`config.mk`:
```
export PLATFORM = sky130hd
export DESIGN_NAME = tbec_decoder_pipe
export DESIGN_NICKNAME = d
export VERILOG_FILES = /design/src/rtl/tbec_pkg.sv /design/src/rtl/tbec_syndrome_calc.sv /design/src/rtl/tbec_decoder_pipe.sv
export SDC_FILE = /design/constraint.sdc
export NUM_CORES = 1
export LEC_CHECK = 0
export CORE_ASPECT_RATIO = 1.5
export CORE_MARGIN = 2
export CORE_UTILIZATION = 40
export CTS_CLUSTER_DIAMETER = 50
export DETAILED_ROUTE_END_ITERATION = 8
export DONT_BUFFER_PORTS = 1
export RECOVER_POWER = 100
export SYNTH_ARGS = -nofsm -noshare
export SYNTH_HDL_FRONTEND = slang
export SYNTH_SLANG_ARGS = --single-unit
```
`constraint.sdc`:
```
create_clock -name clk -period 4.31 [get_ports clk]
set_clock_uncertainty 0.15 [all_clocks]
set_input_delay 0.6465 -clock clk [delete_from_list [all_inputs] [get_ports clk]]
set_output_delay 0.6465 -clock clk [all_outputs]
set_load 0.05 [all_outputs]
```
`src/rtl/tbec_pkg.sv`:
```
// Shared types and helpers for the pipelined TBEC decoder.
// Contents: codeword struct, error-code enum, check-field bit positions,
// and tbec_checks(), which recomputes {diag, par, chk} from 16 data bits.
// Data bit naming: row A..D = 0..3, index 1..4; Li sits at d[15 - row - 4*(i-1)].
package tbec_pkg;

  typedef struct packed {
    logic [15:0] data;
    logic [3:0]  diag;  // {DI1, DI4, DI2, DI3}
    logic [3:0]  par;   // {P1, P4, P2, P3}
    logic [7:0]  chk;   // {XA13, XA24, XB13, XB24, XC13, XC24, XD13, XD24}
  } tbec_cw_t;

  typedef enum logic [1:0] {
    TBEC_NONE = 2'b00,
    TBEC_R1   = 2'b01,
    TBEC_R2   = 2'b10,
    TBEC_R3   = 2'b11
  } tbec_code_e;

  localparam int DI1_BIT = 3;
  localparam int DI4_BIT = 2;
  localparam int DI2_BIT = 1;
  localparam int DI3_BIT = 0;
  localparam int P1_BIT  = 3;
  localparam int P4_BIT  = 2;
  localparam int P2_BIT  = 1;
  localparam int P3_BIT  = 0;

  function automatic logic [3:0] lpos(input int row, input int idx);
    return 4'(15 - row - 4 * (idx - 1));
  endfunction

  function automatic logic [2:0] x13pos(input int row);
    return 3'(7 - 2 * row);
  endfunction

  function automatic logic [2:0] x24pos(input int row);
    return 3'(6 - 2 * row);
  endfunction

  // Returns the expected {diag, par, chk} for data word d.
  function automatic logic [15:0] tbec_checks(input logic [15:0] d);
    logic [3:0] diag;
    logic [3:0] par;
    logic [7:0] chk;
    diag[DI1_BIT] = d[lpos(0,1)] ^ d[lpos(1,2)] ^ d[lpos(2,1)] ^ d[lpos(3,2)];
    diag[DI2_BIT] = d[lpos(0,2)] ^ d[lpos(1,1)] ^ d[lpos(2,2)] ^ d[lpos(3,1)];
    diag[DI3_BIT] = d[lpos(0,3)] ^ d[lpos(1,4)] ^ d[lpos(2,3)] ^ d[lpos(3,4)];
    diag[DI4_BIT] = d[lpos(0,4)] ^ d[lpos(1,3)] ^ d[lpos(2,4)] ^ d[lpos(3,3)];
    par[P1_BIT]   = d[lpos(0,1)] ^ d[lpos(0,2)] ^ d[lpos(1,1)] ^ d[lpos(1,2)];
    par[P2_BIT]   = d[lpos(2,1)] ^ d[lpos(2,2)] ^ d[lpos(3,1)] ^ d[lpos(3,2)];
    par[P3_BIT]   = d[lpos(0,3)] ^ d[lpos(0,4)] ^ d[lpos(1,3)] ^ d[lpos(1,4)];
    par[P4_BIT]   = d[lpos(2,3)] ^ d[lpos(2,4)] ^ d[lpos(3,3)] ^ d[lpos(3,4)];
    chk = '0;
    for (int r = 0; r < 4; r++) begin
      chk[x13pos(r)] = d[lpos(r,1)] ^ d[lpos(r,3)];
      chk[x24pos(r)] = d[lpos(r,2)] ^ d[lpos(r,4)];
    end
    return {diag, par, chk};
  endfunction

endpackage

```
`src/rtl/tbec_syndrome_calc.sv`:
```
// Combinational syndrome generator for one 32-bit TBEC codeword.
// Ports: cw  - received codeword {data, diag, par, chk}
//        syn - 16 syndrome bits laid out like the check field {sdiag, spar, schk}
module tbec_syndrome_calc
  import tbec_pkg::*;
(
  input  logic [31:0] cw,
  output logic [15:0] syn
);

  tbec_cw_t c;
  assign c   = cw;
  assign syn = tbec_checks(c.data) ^ {c.diag, c.par, c.chk};

endmodule

```
`src/rtl/tbec_decoder_pipe.sv`:
```
// Two-stage pipelined multi-lane TBEC decoder with a valid/ready stream.
// Stage 1 holds received data + syndromes, stage 2 holds the corrected result.
// Ports: clk, rst (async, active high); in_valid/in_ready/in_word (32b per lane);
//        out_valid/out_ready/out_word (16b per lane), error_code (2b per lane),
//        uncorrectable (1b per lane); cnt_clr and cnt_r1/r2/r3/unc statistics.
// Build option: define TBEC_ERR_CNT_EN to build the saturating statistics
// counters; without it the counter outputs are tied to 0 and cnt_clr is ignored.
module tbec_decoder_pipe
  import tbec_pkg::*;
#(
  parameter int NUM_LANES = 2,
  parameter int CNT_W     = 16
) (
  input  logic                   clk,
  input  logic                   rst,
  input  logic                   in_valid,
  output logic                   in_ready,
  input  logic [32*NUM_LANES-1:0] in_word,
  output logic                   out_valid,
  input  logic                   out_ready,
  output logic [16*NUM_LANES-1:0] out_word,
  output logic [2*NUM_LANES-1:0] error_code,
  output logic [NUM_LANES-1:0]   uncorrectable,
  input  logic                   cnt_clr,
  output logic [CNT_W-1:0]       cnt_r1,
  output logic [CNT_W-1:0]       cnt_r2,
  output logic [CNT_W-1:0]       cnt_r3,
  output logic [CNT_W-1:0]       cnt_unc
);

  logic [NUM_LANES-1:0][15:0] syn_c;
  logic [NUM_LANES-1:0][15:0] s1_data;
  logic [NUM_LANES-1:0][15:0] s1_syn;
  logic                       s1_valid;
  logic                       s2_valid;
  logic                       s1_adv;
  logic                       s2_adv;

  for (genvar k = 0; k < NUM_LANES; k++) begin : g_lane
    tbec_syndrome_calc u_syn (
      .cw  (in_word[32*k +: 32]),
      .syn (syn_c[k])
    );
  end

  assign s2_adv    = !s2_valid || out_ready;
  assign s1_adv    = !s1_valid || s2_adv;
  assign in_ready  = s1_adv;
  assign out_valid = s2_valid;

  always_ff @(posedge clk or posedge rst) begin
    if (rst) begin
      s1_valid <= 1'b0;
      s1_data  <= '0;
      s1_syn   <= '0;
    end else if (s1_adv) begin
      s1_valid <= in_valid;
      if (in_valid) begin
        for (int k = 0; k < NUM_LANES; k++) s1_data[k] <= in_word[32*k+16 +: 16];
        s1_syn <= syn_c;
      end
    end
  end

  logic [NUM_LANES-1:0][15:0] fix_data;
  logic [NUM_LANES-1:0][1:0]  fix_code;
  logic [NUM_LANES-1:0]       fix_unc;
  logic [3:0]                 sdiag;
  logic [3:0]                 spar;
  logic [7:0]                 schk;
  logic [2:0]                 s12;
  logic [2:0]                 s34;
  logic                       cond;
  tbec_code_e                 code;
  logic [15:0]                wd;

  always_comb begin
    fix_data = s1_data;
    fix_code = '0;
    fix_unc  = '0;
    sdiag    = '0;
    spar     = '0;
    schk     = '0;
    s12      = '0;
    s34      = '0;
    cond     = 1'b0;
    code     = TBEC_NONE;
    wd       = '0;
    for (int k = 0; k < NUM_LANES; k++) begin
      sdiag = s1_syn[k][15:12];
      spar  = s1_syn[k][11:8];
      schk  = s1_syn[k][7:0];
      s12   = 3'(sdiag[DI1_BIT]) + 3'(sdiag[DI2_BIT]) + 3'(spar[P1_BIT]) + 3'(spar[P2_BIT]);
      s34   = 3'(sdiag[DI3_BIT]) + 3'(sdiag[DI4_BIT]) + 3'(spar[P3_BIT]) + 3'(spar[P4_BIT]);
      cond  = ((|sdiag) && (|spar)) || ($countones(schk) > 1);
      if (!cond)          code = TBEC_NONE;
      else if (s12 > s34) code = TBEC_R1;
      else if (s12 < s34) code = TBEC_R2;
      else                code = TBEC_R3;
      wd = s1_data[k];
      // Each row's X13/X24 syndrome is steered onto the bit pair the region implicates.
      for (int r = 0; r < 4; r++) begin
        case (code)
          TBEC_R1: begin
            wd[lpos(r,1)] = wd[lpos(r,1)] ^ schk[x13pos(r)];
            wd[lpos(r,2)] = wd[lpos(r,2)] ^ schk[x24pos(r)];
          end
          TBEC_R2: begin
            wd[lpos(r,3)] = wd[lpos(r,3)] ^ schk[x13pos(r)];
            wd[lpos(r,4)] = wd[lpos(r,4)] ^ schk[x24pos(r)];
          end
          TBEC_R3: begin
            wd[lpos(r,2)] = wd[lpos(r,2)] ^ schk[x24pos(r)];
            wd[lpos(r,3)] = wd[lpos(r,3)] ^ schk[x13pos(r)];
          end
          default: ;
        endcase
      end
      fix_data[k] = wd;
      fix_code[k] = code;
      fix_unc[k]  = !cond && (|s1_syn[k]);
    end
  end

  always_ff @(posedge clk or posedge rst) begin
    if (rst) begin
      s2_valid      <= 1'b0;
      out_word      <= '0;
      error_code    <= '0;
      uncorrectable <= '0;
    end else if (s2_adv) begin
      s2_valid <= s1_valid;
      if (s1_valid) begin
        out_word      <= fix_data;
        error_code    <= fix_code;
        uncorrectable <= fix_unc;
      end
    end
  end

`ifdef TBEC_ERR_CNT_EN
  logic [3:0]       n_r1;
  logic [3:0]       n_r2;
  logic [3:0]       n_r3;
  logic [3:0]       n_unc;
  logic [CNT_W-1:0] r1_q;
  logic [CNT_W-1:0] r2_q;
  logic [CNT_W-1:0] r3_q;
  logic [CNT_W-1:0] unc_q;

  always_comb begin
    n_r1  = '0;
    n_r2  = '0;
    n_r3  = '0;
    n_unc = '0;
    for (int k = 0; k < NUM_LANES; k++) begin
      n_r1  = n_r1  + {3'b0, error_code[2*k +: 2] == TBEC_R1};
      n_r2  = n_r2  + {3'b0, error_code[2*k +: 2] == TBEC_R2};
      n_r3  = n_r3  + {3'b0, error_code[2*k +: 2] == TBEC_R3};
      n_unc = n_unc + {3'b0, uncorrectable[k]};
    end
  end

  function automatic logic [CNT_W-1:0] sat_add(input logic [CNT_W-1:0] c, input logic [3:0] n);
    logic [CNT_W+3:0] s;
    s = {4'b0, c} + {{CNT_W{1'b0}}, n};
    return (s > {4'b0, {CNT_W{1'b1}}}) ? {CNT_W{1'b1}} : s[CNT_W-1:0];
  endfunction

  always_ff @(posedge clk or posedge rst) begin
    if (rst) begin
      r1_q  <= '0;
      r2_q  <= '0;
      r3_q  <= '0;
      unc_q <= '0;
    end else if (cnt_clr) begin
      r1_q  <= '0;
      r2_q  <= '0;
      r3_q  <= '0;
      unc_q <= '0;
    end else if (s2_valid && out_ready) begin
      r1_q  <= sat_add(r1_q, n_r1);
      r2_q  <= sat_add(r2_q, n_r2);
      r3_q  <= sat_add(r3_q, n_r3);
      unc_q <= sat_add(unc_q, n_unc);
    end
  end

  assign cnt_r1  = r1_q;
  assign cnt_r2  = r2_q;
  assign cnt_r3  = r3_q;
  assign cnt_unc = unc_q;
`else
  logic unused_cnt_clr;
  assign unused_cnt_clr = cnt_clr;
  assign cnt_r1  = '0;
  assign cnt_r2  = '0;
  assign cnt_r3  = '0;
  assign cnt_unc = '0;
`endif

endmodule
```
# --- Word level (Yosys, flattened, before mapping) ---
# Cells that the tools add are included.
op_classes:
  muxes: 38
  n_lt_le_gt_ge: 6
  n_addsub: 26
  n_bitwise: 98
  eq_ne: 6
  n_reduce_logical: 24
op_table:
  columns: ["cell", "count"]
  rows:
  - ["$xor 1x1->1", 96]
  - ["$mux 1", 34]
  - ["$reduce_or 16->1", 2]
  - ["$xor 16x16->16", 2]
  - ["$add 1x1->2", 12]
  - ["$reduce_or 4->1", 4]
  - ["$add 2x1->3", 4]
  - ["$add 2x2->3", 4]
  - ["$add 3x1->3", 4]
  - ["$add 3x3->4", 2]
  - ["$eq 2x2->1 const B", 4]
  - ["$gt 4x1->1 const B", 2]
  - ["$mux 2", 4]
  - ["$reduce_or 2->1", 4]
  - ["$gt 3x3->1", 2]
  - ["$lt 3x3->1", 2]
  - ["$eq 2x1->1 const B", 2]
  - ["$logic_and 1x1->1", 4]
  - ["$logic_not 1->1", 4]
  - ["$logic_or 1x1->1", 4]
  - ["$reduce_and 2->1", 2]
word_totals:
  in_bits: 69
  out_inout_bits: 104
  reg_bits: 104
  word_cells: 207

# --- Logic depth before layout (Yosys ltp) ---
# Gate-level depths: netlist of run 1.
logic_depth:
  ltp_word: 10
  mapped_depth: 13
  ltp_nobuf: 12

# --- Hierarchy ---
# From an unflattened synthesis of run 1, not the netlist that was laid out.
hier_totals:
  hier_cells: 695
  hier_area_um2: 7504.7
by_module_without_submodules:
  columns: ["module", "seq_area_each_um2", "cells_per_inst", "instances", "area_each_um2"]
  rows:
  - ["tbec_decoder_pipe", 2602.5, 625, 1, 6636.4]
  - ["tbec_syndrome_calc", 0.0, 35, 2, 434.2]

# --- Worst setup path before layout of run 1 ---
# Ideal clock, no wire load.
synth_path:
  kind: "flip-flop to flip-flop"
  start: "register s1_syn[0] (netlist name)"
  end: "register out_word[0]"
  path_buffers: 1
  setup_time_ns: 0.131
  t_arrival_ns: 3.383
  path_stages_with_launch: 14
  synth_period_minus_slack_ns: 3.664
  setup_slack_ns: 0.646
  required_ns: 4.029
  path_cell_list: "dfrtp_1 fa_1 inv_1 fa_1 fa_1 inv_1 ha_1 inv_1 fa_1 a211oi_2 mux2i_4 buf_2 o2111ai_1 nand3_1"
synth_between:
  elab_chain_cells: 8
  elab_cells_between_ends: 9
  classes_between: "add/sub (3); order compare (1); eq/ne (1); mux (2); bitwise (1); reduce/logical (1)"
synth_lines:
  columns: ["element", "line", "text"]
  rows:
  - ["start, declared", "tbec_decoder_pipe.sv:33", "logic [NUM_LANES-1:0][15:0] s1_syn;"]
  - ["start signal, assigned", "tbec_decoder_pipe.sv:60", "s1_syn <= syn_c;"]
  - ["$add 1x1->2 (not written as such)", "tbec_decoder_pipe.sv:95", "cond = ((|sdiag) && (|spar)) || ($countones(schk) > 1);"]
  - ["$add 2x2->3 (not written as such)", "tbec_decoder_pipe.sv:95", null]
  - ["$add 3x3->4 (not written as such)", "tbec_decoder_pipe.sv:95", null]
  - ["$gt 4x1->1", "tbec_decoder_pipe.sv:95", null]
  - ["$logic_or 1x1->1", "tbec_decoder_pipe.sv:95", null]
  - ["$mux 2", "tbec_decoder_pipe.sv:96", "if (!cond) code = TBEC_NONE;"]
  - ["$eq 2x2->1", "tbec_decoder_pipe.sv:103", "case (code)"]
  - ["$mux 1 (*)", "tbec_decoder_pipe.sv:103", null]
  - ["end signal, assigned", "tbec_decoder_pipe.sv:134", "out_word <= fix_data;"]
  - ["end, declared", "tbec_decoder_pipe.sv:21", "output logic [16*NUM_LANES-1:0] out_word,"]
# Mark *: on every way between the ends. The rest lies on a longest branch, timed or not.
# A chain may end at the register's enable or synchronous reset.

# --- Final worst setup path of run 1 ---
layout_path:
  start: "register s1_syn[0] (netlist name)"
  end: "register error_code[1]"
layout_between:
  elab_chain_cells: 6
layout_lines:
  columns: ["element", "line", "text"]
  rows:
  - ["$add 1x1->2 (not written as such)", "tbec_decoder_pipe.sv:95", null]
  - ["$add 2x2->3 (not written as such)", "tbec_decoder_pipe.sv:95", null]
  - ["$add 3x3->4 (not written as such)", "tbec_decoder_pipe.sv:95", null]
  - ["$gt 4x1->1", "tbec_decoder_pipe.sv:95", null]
  - ["$logic_or 1x1->1", "tbec_decoder_pipe.sv:95", null]
  - ["$mux 2", "tbec_decoder_pipe.sv:96", null]
  - ["end signal, assigned", "tbec_decoder_pipe.sv:135", "error_code <= fix_code;"]
  - ["end, declared", "tbec_decoder_pipe.sv:22", "output logic [2*NUM_LANES-1:0] error_code,"]
# Every way passes these cells.

==> out/metrics.cfg, run 1 <==
[place]
place_area_um2 = 7350
dp_slack_ns = 0.405
portBuffers = 0
place_congestion = 0.840
dp_hpwl_um = 14100

[cells_and_area]
drive_gt1_share_pct = 12.9
syn2layout_area_growth_pct = 2.16
final_cell_area_um2 = 7650
nets = 820
n_antenna_cell = 0

[yosys]
synth_top_area_share_pct = 34.8
ys.flop_type = dfrtp_1
synth_top_area_cell = dfrtp_1
synth.yosys.warnings = 0
ys_seq_area_share_pct = 34.8
synth_edf_count = 0
synth_area_um2 = 7490
synth.avg_cell_area_um2 = 10.1
synthTopCellsByArea = dfrtp_1 (35%), buf_4 (7.3%), xnor2_1 (5.6%)
ys_ff_latch = 104
synth.distinct_cells = 49
synthCells = 741
async_flop_share_pct = 100

[grt]
grt_max_degree = 80
first_global_vias = 5299
grt_pass1_wl_um = 30100
antenna_found_initial = 0
grt.total_usage_pct = 20.1
gr-total-overflow = 0

[cts]
clock_sinks = 104
clk_latency_ns = 0.36
cts_resized = 0
cts_tree = done
post-cts-setup-buffers = 0
cts_hold_buf = 0
htree_levels = 3
cts_buffers = 9
path_clk_slew_ns = 0.08
cts.path.max_buffers = 2
root_buffer = clkbuf_16

[floorplanning]
die_x_um = 116
fp.dieH_um = 172
design.core.area_um2 = 18500
ios = 173
start_util_pct = 40.5
rows = 61
dieArea_um2 = 19900

[critical_path]
crit_start = s1_syn[0]$_DFFE_PP0P_
r2r_start = s1_syn[0]$_DFFE_PP0P_
reg2regPathDepth = 11
end_kind = register
crit_path_max_fanout = 17
required_ns = 4.42
worstSetupPathType = reg -> reg
endpoint = error_code[1]$_DFFE_PP0P_
reg2reg_to = error_code[1]$_DFFE_PP0P_
critPathLaunchType = register
crit_arrival_ns = 4.04
rrSetupSlack_ns = 0.38

[sta]
min_period_over_period_pct = 91.2
hold_violations = 0
tightest_slew_ns = 2.18
setup_viol = 0
finalSetupTns_ns = 0
max-slew-margin-rel_pct = -46.3
whs_ns = 0.237
timing.final.ws_setup_ns = 0.377
fmaxAchievable_ghz = 0.254
rsz0062_at_grt = no
finalCriticalPeriod_ns = 3.93
drv_slew = 162

[detailed_routing]
drtIter0Drc = 363
drt-pass1-iter-count = 5
num_vias = 5355
wire_per_inst_um = 20.1
drt_wl_total_um = 19600
ant_nets = 0
drc = 0
routed_via_density = 5.50

[pwr]
p_leak_nw = 3.25
powerDensity_nw_per_um2 = 781
ir_drop_v = 0.000313

[run_status]
violations = max-capacitance violations, max-slew violations
outcome = finished, violations left

[flow_run]
cap_violations = 3

[min_path]
hold_class = in -> reg

per-layer routing:
layer	vias up	routed length (um)	GRT usage (%)	part of all wire (%)
met5	-	0	0	0
met4	0	1060	11.7	5.4
met3	40	1140	3.28	5.8
met2	218	10500	36.0	53
met1	2605	6930	22.1	35
li1	2492	-	-	-
critical path, stage by stage, from the launching register on:
cell     delay [ns]
dfrtp_1        0.44
fa_1           0.54
inv_1          0.05
fa_1           0.49
fa_1           0.43
inv_1          0.07
ha_1           0.17
inv_1          0.06
fa_1           0.44
mux2i_4        0.52
nor2_1         0.18
o31ai_1        0.29
registers in the layout (all words and copies together) (netlist names):
signal / flops
out_word: 32
s1_data: 32
s1_syn: 32
error_code: 4
uncorrectable: 2
out_valid: 1
s1_valid: 1
report_power, final:
part | total (mW) | internal [mW] | switching [mW] | leakage, nW
sequential | 2.26 | 1.26 | 0.997 | 1.25
clock | 0.889 | 0.466 | 0.424 | 0.156
combinational | 2.83 | 0.948 | 1.88 | 1.85
total | 5.97 | 2.67 | 3.30 | 3.25
synthesized netlist by cell type (3+ instances only):
| master | n |
|---|---|
| a21boi_0 | 8 |
| a221oi_1 | 16 |
| a221oi_2 | 16 |
| and2_1 | 3 |
| and3_1 | 28 |
| and3_4 | 4 |
| and4_1 | 18 |
| and4b_1 | 6 |
| buf_2 | 12 |
| buf_4 | 73 |
| buf_6 | 10 |
| clkbuf_1 | 10 |
| dfrtp_1 | 104 |
| fa_1 | 12 |
| ha_1 | 22 |
| inv_1 | 31 |
| mux2_2 | 33 |
| nand2_1 | 40 |
| nand3_1 | 66 |
| nand3b_1 | 3 |
| nor2_1 | 27 |
| nor2b_1 | 17 |
| nor4_4 | 4 |
| o2111ai_1 | 32 |
| o21ai_1 | 31 |
| o31ai_1 | 4 |
| xnor2_1 | 48 |
| xor2_1 | 32 |
through the flow:
| stage | cells | total power, mW | utilization, % |
|---|---|---|---|
| 6_report | 974 | 5.97 | 41.4 |
| 5_1_grt | 974 | 6.34 | 41.4 |
| 4_1_cts | 974 | 6.02 | 41.5 |
| 3_5_place_dp | 958 | 5.12 | 39.8 |
| 3_3_place_gp | 958 | 5.08 | 39.8 |
| 2_1_floorplan | 804 | 4.40 | - |
cell usage in the layout (no fill, tap or decap), drive strengths merged, types with 33 or more instances in the layout:
cell type | synthesis | final
nand3 | 66 | 66
mux2 | 33 | 33
o21ai | 34 | 34
conb | 1 | 64
nand2 | 41 | 41
xnor2 | 48 | 48
dfrtp | 104 | 104
cell type report:
class                   count  area (um2)
fillers                  1836       10800
clock inverters             7        91.3
clock buffers               9         225
well taps                 252         315
multi-input cells         561        4240
flip-flops and latches    104        2600
repair buffers             10        60.1
inverters                  31         118
how the worst min path moves through the flow:
stage,startpoint,end,slack (ns),cells past startpoint
6_report,in_valid,s1_valid$_DFFE_PP0N_,0.24,1
5_1_grt,in_valid,s1_valid$_DFFE_PP0N_,0.23,1
4_1_cts,rst,s1_data[6]$_DFFE_PP0P_,0.12,1
3_5_place_dp,s1_syn[21]$_DFFE_PP0P_,s1_syn[21]$_DFFE_PP0P_,0.36,2
3_3_place_gp,s1_syn[21]$_DFFE_PP0P_,s1_syn[21]$_DFFE_PP0P_,0.37,2
2_1_floorplan,s1_syn[23]$_DFFE_PP0P_,s1_syn[23]$_DFFE_PP0P_,0.33,2
kinds of logic after synthesis:
group	count (synthesis)	share of synthesized area (%)
AOI/OAI and AO/OA	125	14.3
muxes	34	5.26
adders and majority gates	34	6.88
and+or+nand+nor	224	17.6
xor gates and xnor gates	80	9.36
other	1	0.0501
buffers and inverters	139	11.8
DFF	104	34.8
Note: power is estimated with default switching activity, not from simulation.
==> run 2, diff against run 1 <==
Settings changed: CTS_CLUSTER_DIAMETER 50 to not set, GPL_TIMING_DRIVEN set to 0.
==> run 2 against run 1 <==
  * The run still ends with max-capacitance violations, max-slew violations left
  * Worst hold slack better by 0.0095 ns
  * Cell area is 9.0% higher
  * Global-route usage grew 2.5 points
  * Worst setup slack worse by 0.14 ns
  * Non-clock buffer count is 99 higher
  * Routed wire length up 13%
  * Fmax decreased by 3.4%
==> out/metrics.cfg, run 2 (synthesis results as in run 1) <==
[sta]
max-slew-margin-rel_pct = -65.5  ; -19 points
whs_ns = 0.247  ; +0.00950 ns
min_period_over_period_pct = 94.5  ; +3.2 points
finalSetupTns_ns = 0  ; unchanged
tightest_slew_ns = 2.47  ; +0.287 ns
drv_slew = 54  ; -67%
rsz0062_at_grt = no
finalCriticalPeriod_ns = 4.07  ; +0.138 ns
hold_violations = 0  ; unchanged
setup_viol = 0  ; unchanged
fmaxAchievable_ghz = 0.246  ; -3.4%
timing.final.ws_setup_ns = 0.239  ; -0.138 ns

[critical_path]
slowest_delay_ns = 0.56  ; +0.02 ns
crit_family = adder cells
r2r_start = s1_syn[0]$_DFFE_PP0P_
crit_arrival_ns = 4.15  ; +0.11 ns
crit_chain = fa_1, inv_1, fa_1, fa_1, inv_1, ha_1, inv_1, fa_1, a211oi_2, mux2i_2, clkbuf_2, o2111ai_1, nand3_1
timing.critical_path.buf_inv = 4  ; +1
crit_start = s1_syn[0]$_DFFE_PP0P_
critPathLaunchType = register
crit_path_max_fanout = 10  ; -7
crit_path_frequent_cell = fa_1
end_kind = register
required_ns = 4.39  ; -0.03 ns
cp.depth = 13  ; +2
endpoint = out_word[2]$_DFFE_PP0P_
reg2regPathDepth = 13  ; +2
worstSetupPathType = reg -> reg
rrSetupSlack_ns = 0.24  ; -0.14 ns
crit_slowest_cell = fa_1
reg2reg_to = out_word[2]$_DFFE_PP0P_

[grt]
grt_max_degree = 54  ; -33%
antenna_found_initial = 0  ; unchanged
first_global_vias = 5687  ; +7.3%
grt.total_usage_pct = 22.6  ; +2.5 points
gr-total-overflow = 0  ; unchanged
grt_pass1_wl_um = 33400  ; +11%

[floorplanning]
die_x_um = 116  ; unchanged
start_util_pct = 40.5  ; unchanged
design.core.area_um2 = 18500  ; unchanged
rows = 61  ; unchanged
dieArea_um2 = 19900  ; unchanged
ios = 173  ; unchanged
fp.dieH_um = 172  ; unchanged

[cells_and_area]
n_antenna_cell = 0  ; unchanged
final_cell_mix = dfrtp_1 (104), buf_4 (66), nand3_1 (66), conb_1 (64), xnor2_1 (48)
largestRegisters = out_word x32, s1_data x32, s1_syn x32
syn2layout_area_growth_pct = 11.4
nets = 919  ; +12%
drive_gt1_share_pct = 21.3  ; +8.4 points
final_cell_area_um2 = 8340  ; +9.0%
final_common_cell = dfrtp_1

[pwr]
ir_drop_v = 0.000409  ; +31%
p_total_mw = 6.19  ; +3.7%
powerDensity_nw_per_um2 = 742  ; -4.9%
p_leak_nw = 3.72  ; +14%

[cts]
path_clk_slew_ns = 0.08  ; about the same
cts_hold_buf = 0  ; unchanged
cts_resized = 0  ; unchanged
htree_levels = 3  ; unchanged
cts.path.max_buffers = 2  ; unchanged
post-cts-setup-buffers = 0  ; unchanged
clock_sinks = 104  ; unchanged
cts_buffers = 9  ; unchanged
clk_latency_ns = 0.36  ; about the same
cts_tree = done
root_buffer = clkbuf_16

[run_status]
violations = max-capacitance violations, max-slew violations
outcome = finished, violations left

[detailed_routing]
drc = 0  ; unchanged
wire_per_inst_um = 20.7  ; +3.0%
drt_wl_total_um = 22200  ; +13%
routed_via_density = 5.44  ; -1.0%
drtIter0Drc = 424  ; +17%
num_vias = 5838  ; +9.0%
ant_nets = 0  ; unchanged
drt-pass1-iter-count = 5  ; unchanged

[place]
dp_slack_ns = 0.263  ; -0.142 ns
place_area_um2 = 8070  ; +9.7%
place_congestion = 0.942  ; +12%
dp_hpwl_um = 17100  ; +21%
portBuffers = 0  ; unchanged

[flow_run]
cap_violations = 1  ; -2

[min_path]
hold_class = in -> reg

run 2: cell count changes in the layout (fill, tap and decap cells not counted), sizes merged:
| cell | previous run | this run |
|---|---|---|
| buf | 6 | 87 |
| bufinv | 1 | 2 |
| clkbuf | 13 | 31 |
| clkinv | 4 | 3 |
run 2: layout make-up:
cell class	count	area, um2
Fill cell	1863	10100
Multi-Input combinational cell	561	4220
Sequential cell	104	2600
Buffer	108	743
Tap cell	252	315
Clock buffer	9	225
Inverter	31	118
Clock inverter	7	114
Timing Repair Buffer	1	5.00
run 2: how the worst min path moves through the flow:
stage,cells past startpoint,slack [ns],to,start
after global routing,1,0.26,s1_valid$_DFFE_PP0N_,in_valid
final,1,0.25,s1_valid$_DFFE_PP0N_,in_valid
after floorplan,2,0.33,s1_syn[23]$_DFFE_PP0P_,s1_syn[23]$_DFFE_PP0P_
after global placement,2,0.36,s1_syn[21]$_DFFE_PP0P_,s1_syn[21]$_DFFE_PP0P_
after CTS,1,0.17,s1_valid$_DFFE_PP0N_,rst
after detailed placement,2,0.37,s1_syn[21]$_DFFE_PP0P_,s1_syn[21]$_DFFE_PP0P_
run 2: power breakdown:
group / switching [mW] / leakage (nW) / internal (mW)
registers: 1.00 / 1.25 / 1.26
logic: 1.90 / 2.31 / 1.08
clock network: 0.424 / 0.165 / 0.523
total: 3.33 / 3.72 / 2.86
run 2: layer usage:
layer  global-route usage [%]  wire length [um]  up-vias
li1                         -                 -     2681
met2                     40.0             11500      265
met1                     25.5              8000     2840
met4                     10.9              1100        0
met3                     4.58              1590       52
met5                        0                 0        -
run 2: per-stage QoR:
stage	utilization [%]	instances
after floorplan	-	804
after global placement	43.5	1056
after detailed placement	43.7	1057
after CTS	45.5	1073
after global routing	45.2	1073
final	45.2	1073
